### src/rtl/esc_tx_pkg.sv
// esc_tx_pkg: state encoding and default timing shared by the ESC pulse transmitter.
package esc_tx_pkg;
    typedef enum logic [1:0] {
        DISARMED = 2'd0,
        ARMING   = 2'd1,
        RUN      = 2'd2,
        FAILSAFE = 2'd3
    } esc_state_t;
    localparam int DEF_TICKS_PER_US   = 50;
    localparam int DEF_FRAME_US       = 2500;
    localparam int DEF_MIN_US         = 1000;
    localparam int DEF_CMD_MAX        = 1000;
    localparam int DEF_CMD_W          = 11;
    localparam int DEF_ARM_FRAMES     = 400;
    localparam int DEF_TIMEOUT_FRAMES = 40;
    function automatic logic is_armed(esc_state_t s);
        return s == RUN || s == FAILSAFE;
    endfunction
endpackage

### src/rtl/esc_pulse_transmitter_if.sv
// esc_pulse_transmitter_if: command handshake, arm request and pulse/status outputs of one motor channel.
interface esc_pulse_transmitter_if import esc_tx_pkg::*; #(
    parameter int CMD_W = DEF_CMD_W
);
    logic             arm;
    logic [CMD_W-1:0] cmd;
    logic             cmd_valid;
    logic             cmd_ready;
    logic             pwm_out;
    logic             frame_start;
    logic [1:0]       state;
    logic             armed;
    modport master(output arm, cmd, cmd_valid, input cmd_ready, pwm_out, frame_start, state, armed);
    modport slave(input arm, cmd, cmd_valid, output cmd_ready, pwm_out, frame_start, state, armed);
endinterface

### src/rtl/esc_frame_timer.sv
// esc_frame_timer: microsecond prescaler and frame-position counter with boundary/frame-start strobes.
module esc_frame_timer #(
    parameter int TICKS_PER_US = 50,
    parameter int FRAME_US     = 2500,
    parameter int US_W         = $clog2(FRAME_US)
) (
    input  logic            clk,
    input  logic            rst,
    output logic [US_W-1:0] us_count,
    output logic            us_tick,
    output logic            boundary,
    output logic            frame_start
);
    localparam int PS_W = $clog2(TICKS_PER_US + 1);
    logic            live_q;
    logic [PS_W-1:0] psc_q, psc_d;
    logic [US_W-1:0] us_q, us_d;
    // live_q holds the counters for the first cycle after reset so frame 0 starts cleanly
    always_comb begin
        us_tick     = live_q && psc_q == PS_W'(TICKS_PER_US - 1);
        boundary    = us_tick && us_q == US_W'(FRAME_US - 1);
        frame_start = live_q && psc_q == '0 && us_q == '0;
        psc_d       = !live_q ? psc_q : us_tick ? '0 : psc_q + 1'b1;
        us_d        = !us_tick ? us_q : boundary ? '0 : us_q + 1'b1;
    end
    always_ff @(posedge clk or posedge rst) begin
        if (rst) begin
            live_q <= 1'b0;
            psc_q  <= '0;
            us_q   <= '0;
        end else begin
            live_q <= 1'b1;
            psc_q  <= psc_d;
            us_q   <= us_d;
        end
    end
    assign us_count = us_q;
endmodule

### src/rtl/esc_pulse_transmitter.sv
// esc_pulse_transmitter: frame-periodic ESC pulse generator with double-buffered commands,
// arming sequence and command-timeout failsafe.
module esc_pulse_transmitter import esc_tx_pkg::*; #(
    parameter int TICKS_PER_US   = DEF_TICKS_PER_US,
    parameter int FRAME_US       = DEF_FRAME_US,
    parameter int MIN_US         = DEF_MIN_US,
    parameter int CMD_MAX        = DEF_CMD_MAX,
    parameter int CMD_W          = DEF_CMD_W,
    parameter int ARM_FRAMES     = DEF_ARM_FRAMES,
    parameter int TIMEOUT_FRAMES = DEF_TIMEOUT_FRAMES
) (
    input logic                    clk,
    input logic                    rst,
    esc_pulse_transmitter_if.slave bus
);
    localparam int US_W = $clog2(FRAME_US);
    localparam int WW   = US_W > CMD_W + 1 ? US_W : CMD_W + 1;
    localparam int AC_W = $clog2(ARM_FRAMES + 1);
    localparam int TO_W = $clog2(TIMEOUT_FRAMES + 1);
    esc_state_t       state_q, state_d;
    logic [CMD_W-1:0] shadow_q, shadow_d, active_q, active_d, cmd_sat;
    logic [AC_W-1:0]  arm_cnt_q, arm_cnt_d;
    logic [TO_W-1:0]  to_q, to_d;
    logic             seen_q, seen_d, pwm_q, pwm_d, xfer;
    logic [US_W-1:0]  us_count, us_nxt;
    logic             us_tick, boundary, frame_start;
    logic [WW-1:0]    width_d;
    esc_frame_timer #(.TICKS_PER_US(TICKS_PER_US), .FRAME_US(FRAME_US), .US_W(US_W)) u_timer (
        .clk(clk), .rst(rst), .us_count(us_count), .us_tick(us_tick),
        .boundary(boundary), .frame_start(frame_start)
    );
    // seen_q marks a transfer in the current frame; a boundary-cycle transfer belongs to the next one
    always_comb begin
        xfer      = bus.cmd_valid && is_armed(state_q);
        cmd_sat   = bus.cmd > CMD_W'(CMD_MAX) ? CMD_W'(CMD_MAX) : bus.cmd;
        shadow_d  = state_q == ARMING ? '0 : xfer ? cmd_sat : shadow_q;
        seen_d    = boundary ? xfer : seen_q || xfer;
        active_d  = boundary ? shadow_q : active_q;
        state_d   = state_q;
        arm_cnt_d = arm_cnt_q;
        to_d      = to_q;
        if (boundary && !bus.arm) state_d = DISARMED;
        else if (boundary) begin
            unique case (state_q)
                DISARMED: begin
                    state_d   = ARMING;
                    arm_cnt_d = '0;
                end
                ARMING: begin
                    arm_cnt_d = arm_cnt_q + 1'b1;
                    state_d   = arm_cnt_d == AC_W'(ARM_FRAMES) ? RUN : ARMING;
                    to_d      = '0;
                end
                RUN: begin
                    to_d    = seen_q ? '0 : to_q + 1'b1;
                    state_d = to_d == TO_W'(TIMEOUT_FRAMES) ? FAILSAFE : RUN;
                end
                FAILSAFE: begin
                    state_d = seen_q ? RUN : FAILSAFE;
                    to_d    = '0;
                end
            endcase
        end
        // pwm is registered, so it is computed from next-cycle position, state and width
        us_nxt  = boundary ? '0 : us_count + US_W'(us_tick);
        width_d = state_d == RUN ? WW'(MIN_US) + WW'(active_d) : WW'(MIN_US);
        pwm_d   = state_d != DISARMED && WW'(us_nxt) < width_d;
    end
    always_ff @(posedge clk or posedge rst) begin
        if (rst) begin
            state_q   <= DISARMED;
            shadow_q  <= '0;
            active_q  <= '0;
            arm_cnt_q <= '0;
            to_q      <= '0;
            seen_q    <= 1'b0;
            pwm_q     <= 1'b0;
        end else begin
            state_q   <= state_d;
            shadow_q  <= shadow_d;
            active_q  <= active_d;
            arm_cnt_q <= arm_cnt_d;
            to_q      <= to_d;
            seen_q    <= seen_d;
            pwm_q     <= pwm_d;
        end
    end
    assign bus.cmd_ready   = is_armed(state_q);
    assign bus.armed       = is_armed(state_q);
    assign bus.state       = state_q;
    assign bus.pwm_out     = pwm_q;
    assign bus.frame_start = frame_start;
endmodule

### src/flat_wrapper.sv
// flat-port wrapper written by rule: the top's interface ports become plain ports
module esc_pulse_transmitter_flat import esc_tx_pkg::*;
#(
    parameter int TICKS_PER_US   = DEF_TICKS_PER_US,
    parameter int FRAME_US       = DEF_FRAME_US,
    parameter int MIN_US         = DEF_MIN_US,
    parameter int CMD_MAX        = DEF_CMD_MAX,
    parameter int CMD_W          = DEF_CMD_W,
    parameter int ARM_FRAMES     = DEF_ARM_FRAMES,
    parameter int TIMEOUT_FRAMES = DEF_TIMEOUT_FRAMES
)
  (clk, rst, bus_arm, bus_cmd, bus_cmd_valid, bus_cmd_ready, bus_pwm_out, bus_frame_start, bus_state, bus_armed);
  esc_pulse_transmitter_if #(.CMD_W(CMD_W)) bus_i ();
  input logic clk;
  input logic rst;
  input wire logic [$bits(bus_i.arm)-1:0] bus_arm;
  input wire logic [$bits(bus_i.cmd)-1:0] bus_cmd;
  input wire logic [$bits(bus_i.cmd_valid)-1:0] bus_cmd_valid;
  output wire logic [$bits(bus_i.cmd_ready)-1:0] bus_cmd_ready;
  output wire logic [$bits(bus_i.pwm_out)-1:0] bus_pwm_out;
  output wire logic [$bits(bus_i.frame_start)-1:0] bus_frame_start;
  output wire logic [$bits(bus_i.state)-1:0] bus_state;
  output wire logic [$bits(bus_i.armed)-1:0] bus_armed;
  assign bus_i.arm = bus_arm;
  assign bus_i.cmd = bus_cmd;
  assign bus_i.cmd_valid = bus_cmd_valid;
  assign bus_cmd_ready = bus_i.cmd_ready;
  assign bus_pwm_out = bus_i.pwm_out;
  assign bus_frame_start = bus_i.frame_start;
  assign bus_state = bus_i.state;
  assign bus_armed = bus_i.armed;
  esc_pulse_transmitter #(.TICKS_PER_US(TICKS_PER_US), .FRAME_US(FRAME_US), .MIN_US(MIN_US), .CMD_MAX(CMD_MAX), .CMD_W(CMD_W), .ARM_FRAMES(ARM_FRAMES), .TIMEOUT_FRAMES(TIMEOUT_FRAMES)) u_core (.clk(clk), .rst(rst), .bus(bus_i));
endmodule
### config.mk
export PLATFORM = sky130hd
export DESIGN_NAME = esc_pulse_transmitter_flat
export DESIGN_NICKNAME = d
export VERILOG_FILES = /design/src/rtl/esc_tx_pkg.sv /design/src/rtl/esc_pulse_transmitter_if.sv /design/src/rtl/esc_frame_timer.sv /design/src/rtl/esc_pulse_transmitter.sv /design/src/flat_wrapper.sv
export SDC_FILE = /design/constraint.sdc
export NUM_CORES = 1
export LEC_CHECK = 0
export ABC_AREA = 1
export CAP_MARGIN = 5
export CORE_ASPECT_RATIO = 1.1
export CORE_MARGIN = 1.5
export CORE_UTILIZATION = 40
export CTS_CLUSTER_SIZE = 25
export DETAILED_ROUTE_END_ITERATION = 6
export PLACE_DENSITY = 0.66
export SYNTH_ARGS = -nofsm -noshare
export SYNTH_HDL_FRONTEND = slang
export SYNTH_SLANG_ARGS = --single-unit
### constraint.sdc
create_clock -name clk -period 6 [get_ports clk]
set_clock_uncertainty 0.2 [all_clocks]
set_input_delay 1.2 -clock clk [delete_from_list [all_inputs] [get_ports clk]]
set_output_delay 1.2 -clock clk [all_outputs]
set_load 0.01 [all_outputs]
# Word-level counts from Yosys, hierarchy flattened
# Cells that the tools add are included.
# classes
addsub	6
eq_ne	8
n_lt_le_gt_ge	2
reduce_logical	20
bitwise_logic	1
mux	18
# op_table
op	count
2-to-1 mux 11 bit	4
2-to-1 mux 12 bit	3
one-hot mux 9 bit (2 select lines)	1
adder 10 x 11 -> 12 bit (first input constant)	1
adder 12 x 1 -> 12 bit	1
adder 12 x 1 -> 12 bit (second input constant)	1
adder 6 x 1 -> 6 bit (second input constant)	2
== test 12 bit (second input constant)	1
== test 6 bit (second input constant)	2
logical NOT 12 bit	1
< comparator 12 bit	1
2-to-1 mux 6 bit	2
one-hot mux 6 bit (2 select lines)	1
> comparator 11 x 10 -> 1 bit (second input constant)	1
adder 9 x 1 -> 9 bit (second input constant)	1
== test 9 bit (second input constant)	1
one-hot mux 2 bit (4 select lines)	1
nonzero test 2 bit	4
logical AND 1 bit	7
== test 2 bit (second input constant)	3
logical NOT 6 bit	1
2-to-1 mux 2 bit	3
AND reduction 3 bit	2
2-to-1 mux 1 bit	3
other kinds (6)	7
# word_totals
inputBits	15
output_inout_bits	6
wordCells	65
regBits	60

# Logic depth before layout (Yosys ltp)
# depth
word_depth	11
mapped_depth	21
mapped_depth_nobuf	21

# Hierarchy
# Synthesis repeated with hierarchy kept, for this count alone.
# hier_totals
cells_unflattened	512
area_unflattened_um2	3821.2
# by_module_without_submodules
mod	seq_area_each_um2	instances	area_each_um2	cells_each
esc_pulse_transmitter	1026.0	1	2617.5	353
esc_frame_timer	475.5	1	1203.7	159

# Worst setup path before layout
# OpenSTA, ideal clock, no wires.
# synth_timing
path_kind	reg2reg
startpoint	register u_core.u_timer.psc_q[1]
endpoint	register u_core.pwm_q (netlist: u_core.bus.pwm_out)
slack_ps	2788
arrival_time_ps	2938
setup_time_ps	73
synth_period_minus_slack_ps	3212
path_stages_with_launch	22
t_required_ps	5727
path_buffers	0
cell_sequence	dfrtp_1 -> inv_1 -> ha_1 -> nand2_4 -> nor2_8 -> inv_4 -> nor2_4 -> inv_2 -> nand2_1 -> o21ai_1 -> ha_1 -> nor2_1 -> nand2_1 -> nor2_1 -> a21oi_2 -> a21boi_1 -> ha_1 -> nand2_1 -> inv_1 -> a221oi_1 -> o221ai_1 -> a21oi_2
# synth_via
elab_cells_between_ends	15
cone_classes	add/sub (2); order compare (1); eq/ne (2); mux (5); reduce/logical (5)
# synth_rtl
item	line_no	text
from (decl)	esc_frame_timer.sv:16	logic [PS_W-1:0] psc_q, psc_d;
from (signal assigned)	esc_frame_timer.sv:33	psc_q <= psc_d;
== test 6 bit	esc_frame_timer.sv:20	us_tick = live_q && psc_q == PS_W'(TICKS_PER_US - 1);
logical AND 1 bit	esc_frame_timer.sv:20	
logical AND 1 bit	esc_frame_timer.sv:21	boundary = us_tick && us_q == US_W'(FRAME_US - 1);
2-to-1 mux 11 bit	esc_pulse_transmitter.sv:38	active_d = boundary ? shadow_q : active_q;
net u_core.active_d[3]	esc_pulse_transmitter.sv:21	logic [CMD_W-1:0] shadow_q, shadow_d, active_q, active_d, cmd_sat;
adder 10 x 11 -> 12 bit	esc_pulse_transmitter.sv:66	width_d = state_d == RUN ? WW'(MIN_US) + WW'(active_d) : WW'(MIN_US);
2-to-1 mux 12 bit	esc_pulse_transmitter.sv:66	
< comparator 12 bit	esc_pulse_transmitter.sv:67	pwm_d = state_d != DISARMED && WW'(us_nxt) < width_d;
logical AND 1 bit	esc_pulse_transmitter.sv:67	
net u_core.pwm_d	esc_pulse_transmitter.sv:24	logic seen_q, seen_d, pwm_q, pwm_d, xfer;
to (signal assigned)	esc_pulse_transmitter.sv:85	pwm_q <= pwm_d;
to (decl)	esc_pulse_transmitter.sv:24	
# The timed path passes the listed nets, and every way through them passes these cells.
# A chain may end at the register's enable or synchronous reset.

# Worst setup path after layout
# Ends and elaborated chain as after synthesis.

==> results.py <==
metrics = {
    "worst_setup_path": {
        "cp_num_buf_inv": 4,
        "crit_path_end_kind": "flop",
        "start_kind": "flop",
        "cp.arrival_ns": 4.03,
        "cp_max_fo": 26,
        "cpPeakStageDelay_ns": 0.40,
        "cp_slowest_cell": "dfrtp_1",
        "criticalPathCategory": "reg2reg",
        "crit_chain": "inv_1 > ha_1 > nand2_4 > nor2_8 > inv_4 > nor2_4 > inv_2 > nand2_1 > o21ai_1 > ha_1 > nor2_1 > nand2_1 > nor2_1 > a21oi_2 > a21boi_1 > ha_1 > nand2_1 > inv_1 > a221oi_1 > o221ai_1 > a21oi_2",
        "critical_path_required_ns": 6.07,
        "path_delay_family": "simple AND/OR/NAND/NOR gates",
    },
    "yosys": {
        "synthTopCellsByArea": "dfrtp_1 40%, nand2_1 9.3%, ha_1 7.0%",
        "syn_nets": 510,
        "synth-edff-count": 0,
        "netlist_area_um2": 3730,
        "synthFlopType": "dfrtp_1",
        "synth_commonest_cells": "93 x nand2_1, 70 x inv_1, 60 x dfrtp_1, 40 x nor2_1, 33 x nand3_1",
        "synth.most_common_cell": "nand2_1",
        "yosys_warnings": 0,
        "synth_area_leader_cell": "dfrtp_1",
        "netlist_instances": 474,
        "async_reset_ff_share_pct": 100,
        "ys_ff_latch": 60,
        "synth.distinct_cells": 43,
        "synth_top_area_share_pct": 40.2,
        "ys_seq_area_share_pct": 40.2,
        "avgSynthCellArea_um2": 7.88,
    },
    "clock_network": {
        "cts_tree": "built",
        "cts_setup_buffers": 0,
        "htree_levels": 3,
        "cts_hold_buf": 0,
        "clockBufferDepth": 2,
        "clk_latency_ns": 0.34,
        "cts.repair.resized": 0,
        "cts_root_buf": "clkbuf_8",
        "clkSlewWorstSetupHoldPaths_ns": 0.07,
        "cts_num_sinks": 60,
        "cts_buffers": 9,
    },
    "floorplanning": {
        "design.core.area_um2": 8960,
        "die_w_um": 95.1,
        "start_util_pct": 41.7,
        "die-area_um2": 9920,
        "die_h_um": 104,
        "io_pins": 21,
        "rows": 36,
    },
    "global_routing": {
        "grt_first_pass_wirelength_um": 13800,
        "globalRoute.totalOverflow": 0,
        "grt_max_degree": 61,
        "track_usage_pct": 17.6,
        "antenna_found_initial": 0,
        "grt_pass1_vias": 3039,
    },
    "placement": {
        "dp.cells": 598,
        "io_buffer_count": 20,
        "dp_hpwl_um": 6030,
        "dp_slack_ns": 2.03,
        "place.gp.congestion": 0.943,
    },
    "pwr": {
        "vdd_ir_drop_max_v": 0.000121,
        "p_total_w": 0.000934,
        "power_leakage_nw": 2.03,
        "powerDensity_nw_per_um2": 221,
    },
    "sta": {
        "hold_viol_final": 0,
        "slew_violations": 0,
        "post-route-period-util_pct": 66.1,
        "slew_headroom_pct": 34.9,
        "setup_viol": 0,
        "setup_ws_ns": 2.03,
        "max_freq_ghz": 0.252,
        "worstMarginPinSlew_ns": 0.968,
        "fin_crit_ns": 3.97,
        "rsz0062_at_grt": "false",
        "holdWs_ns": 0.287,
        "finalSetupTns_ns": 0,
    },
    "routing": {
        "ant_nets": 0,
        "first_iter_violations": 104,
        "dr.pass1.iters": 4,
        "post_drt_wl_per_cell_um": 13.1,
        "vias_per_cell": 5.16,
        "wl_um": 8050,
        "via_count": 3170,
        "drc": 0,
    },
    "final_layout": {
        "syn2layout_area_growth_pct": 13.4,
        "n_antenna_cell": 0,
        "finalNetCount": 531,
        "layout.cells.non_filler": 614,
        "drive_above_1_share_pct": 9.40,
    },
    "run": {
        "maxCapViolCount": 0,
    },
    "run_status": {
        "status": "completed",
    },
    "hold_path": {
        "hold_class": "reg2reg",
    },
}
layout make-up:
cell class | count | area [µm²]
Sequential cell | 60 | 1500
Multi-Input combinational cell | 326 | 1870
Timing Repair Buffer | 22 | 215
Inverter | 76 | 288
Clock buffer | 10 | 128
Fill cell | 869 | 4730
Clock inverter | 6 | 88.8
Tap cell | 114 | 143
per-stage QoR:
step	instance area, µm²	utilization (%)
floorplan	3730	-
global placement	4020	44.8
detailed placement	4020	44.8
CTS	4240	47.3
global route	4240	47.3
finish	4240	47.3
metal layers:
layer | share of wire (%) | vias to the layer above | track usage [%]
met4 | 2.3 | 0 | 8.96
met1 | 48 | 1487 | 23.3
met5 | 0 | - | 0
met2 | 47 | 49 | 27.5
met3 | 3.0 | 16 | 2.70
li1 | - | 1618 | -
worst min-delay path: cells and delay by family (launching register included):
kind / cells / cell delay, ns
AOI/OAI and AO/OA: 1 / 0.06
DFF: 1 / 0.33
and+or+nand+nor: 1 / 0.06
flip-flops by register name, indices dropped and copies added (netlist names):
| name | flops |
|---|---|
| u_core.shadow_q | 11 |
| u_core.u_timer.psc_q | 6 |
| u_core.u_timer.live_q | 1 |
| u_core.arm_cnt_q | 9 |
| u_core.active_q | 11 |
| u_core.bus.state | 2 |
| u_core.u_timer.us_count | 12 |
| u_core.to_q | 6 |
| u_core.seen_q | 1 |
| u_core.bus.pwm_out | 1 |
logic make-up (layout without fill, tap and decap cells):
group | Yosys count | after routing | share of synthesized area [%]
buffers and inverters | 88 | 114 | 9.65
adder cells (fa/ha/maj) | 21 | 21 | 7.04
AO/OA/AOI/OAI | 91 | 91 | 14.8
AND/OR/NAND/NOR | 202 | 202 | 25.5
multiplexers | 1 | 1 | 0.302
flip-flops | 60 | 60 | 40.2
XOR/XNOR | 10 | 10 | 2.35
other | 1 | 1 | 0.100
final timing paths:
check,slack (ns),cells past startpoint,startpoint,endpoint
min in group asynchronous,1.20,3,rst,u_core.to_q[4]$_DFFE_PP0P_
worst min register to register,0.29,2,u_core.active_q[0]$_DFF_PP0_,u_core.active_q[0]$_DFF_PP0_
max in group asynchronous,3.92,3,rst,u_core.shadow_q[3]$_DFFE_PP0P_
worst min-delay path,0.29,2,u_core.active_q[0]$_DFF_PP0_,u_core.active_q[0]$_DFF_PP0_
worst max-delay path,2.03,21,u_core.u_timer.psc_q[1]$_DFFE_PP0P_,u_core.bus.pwm_out$_DFF_PP0_
worst max register to register,2.03,21,u_core.u_timer.psc_q[1]$_DFFE_PP0P_,u_core.bus.pwm_out$_DFF_PP0_
layout by cell type (no fill, tap or decap), types with 3 or more instances in the layout:
cell | Yosys | layout
nand4_1 | 8 | 8
nor2_2 | 3 | 3
nand3_1 | 33 | 33
dfrtp_1 | 60 | 60
o21ai_1 | 7 | 7
a21oi_1 | 22 | 22
nor3_1 | 11 | 11
o22ai_1 | 11 | 11
ha_1 | 21 | 21
nor2_1 | 40 | 40
xor2_1 | 9 | 9
o32ai_1 | 3 | 3
inv_2 | 5 | 6
o21ai_2 | 5 | 5
a21oi_2 | 3 | 3
nor4_1 | 3 | 3
clkbuf_8 | 0 | 9
o21ai_0 | 26 | 26
inv_1 | 70 | 69
clkdlybuf4s50_1 | 0 | 20
o31ai_1 | 4 | 4
nand2_1 | 93 | 93
power by group:
group / internal [W] / total (W) / switching (W)
clock: 0.000234 / 0.000402 / 0.000168
sequential: 0.000424 / 0.000441 / 0.0000175
combinational: 0.0000363 / 0.0000912 / 0.0000549
total: 0.000694 / 0.000934 / 0.000241
No activity file was read; power rests on OpenSTA's default activity.
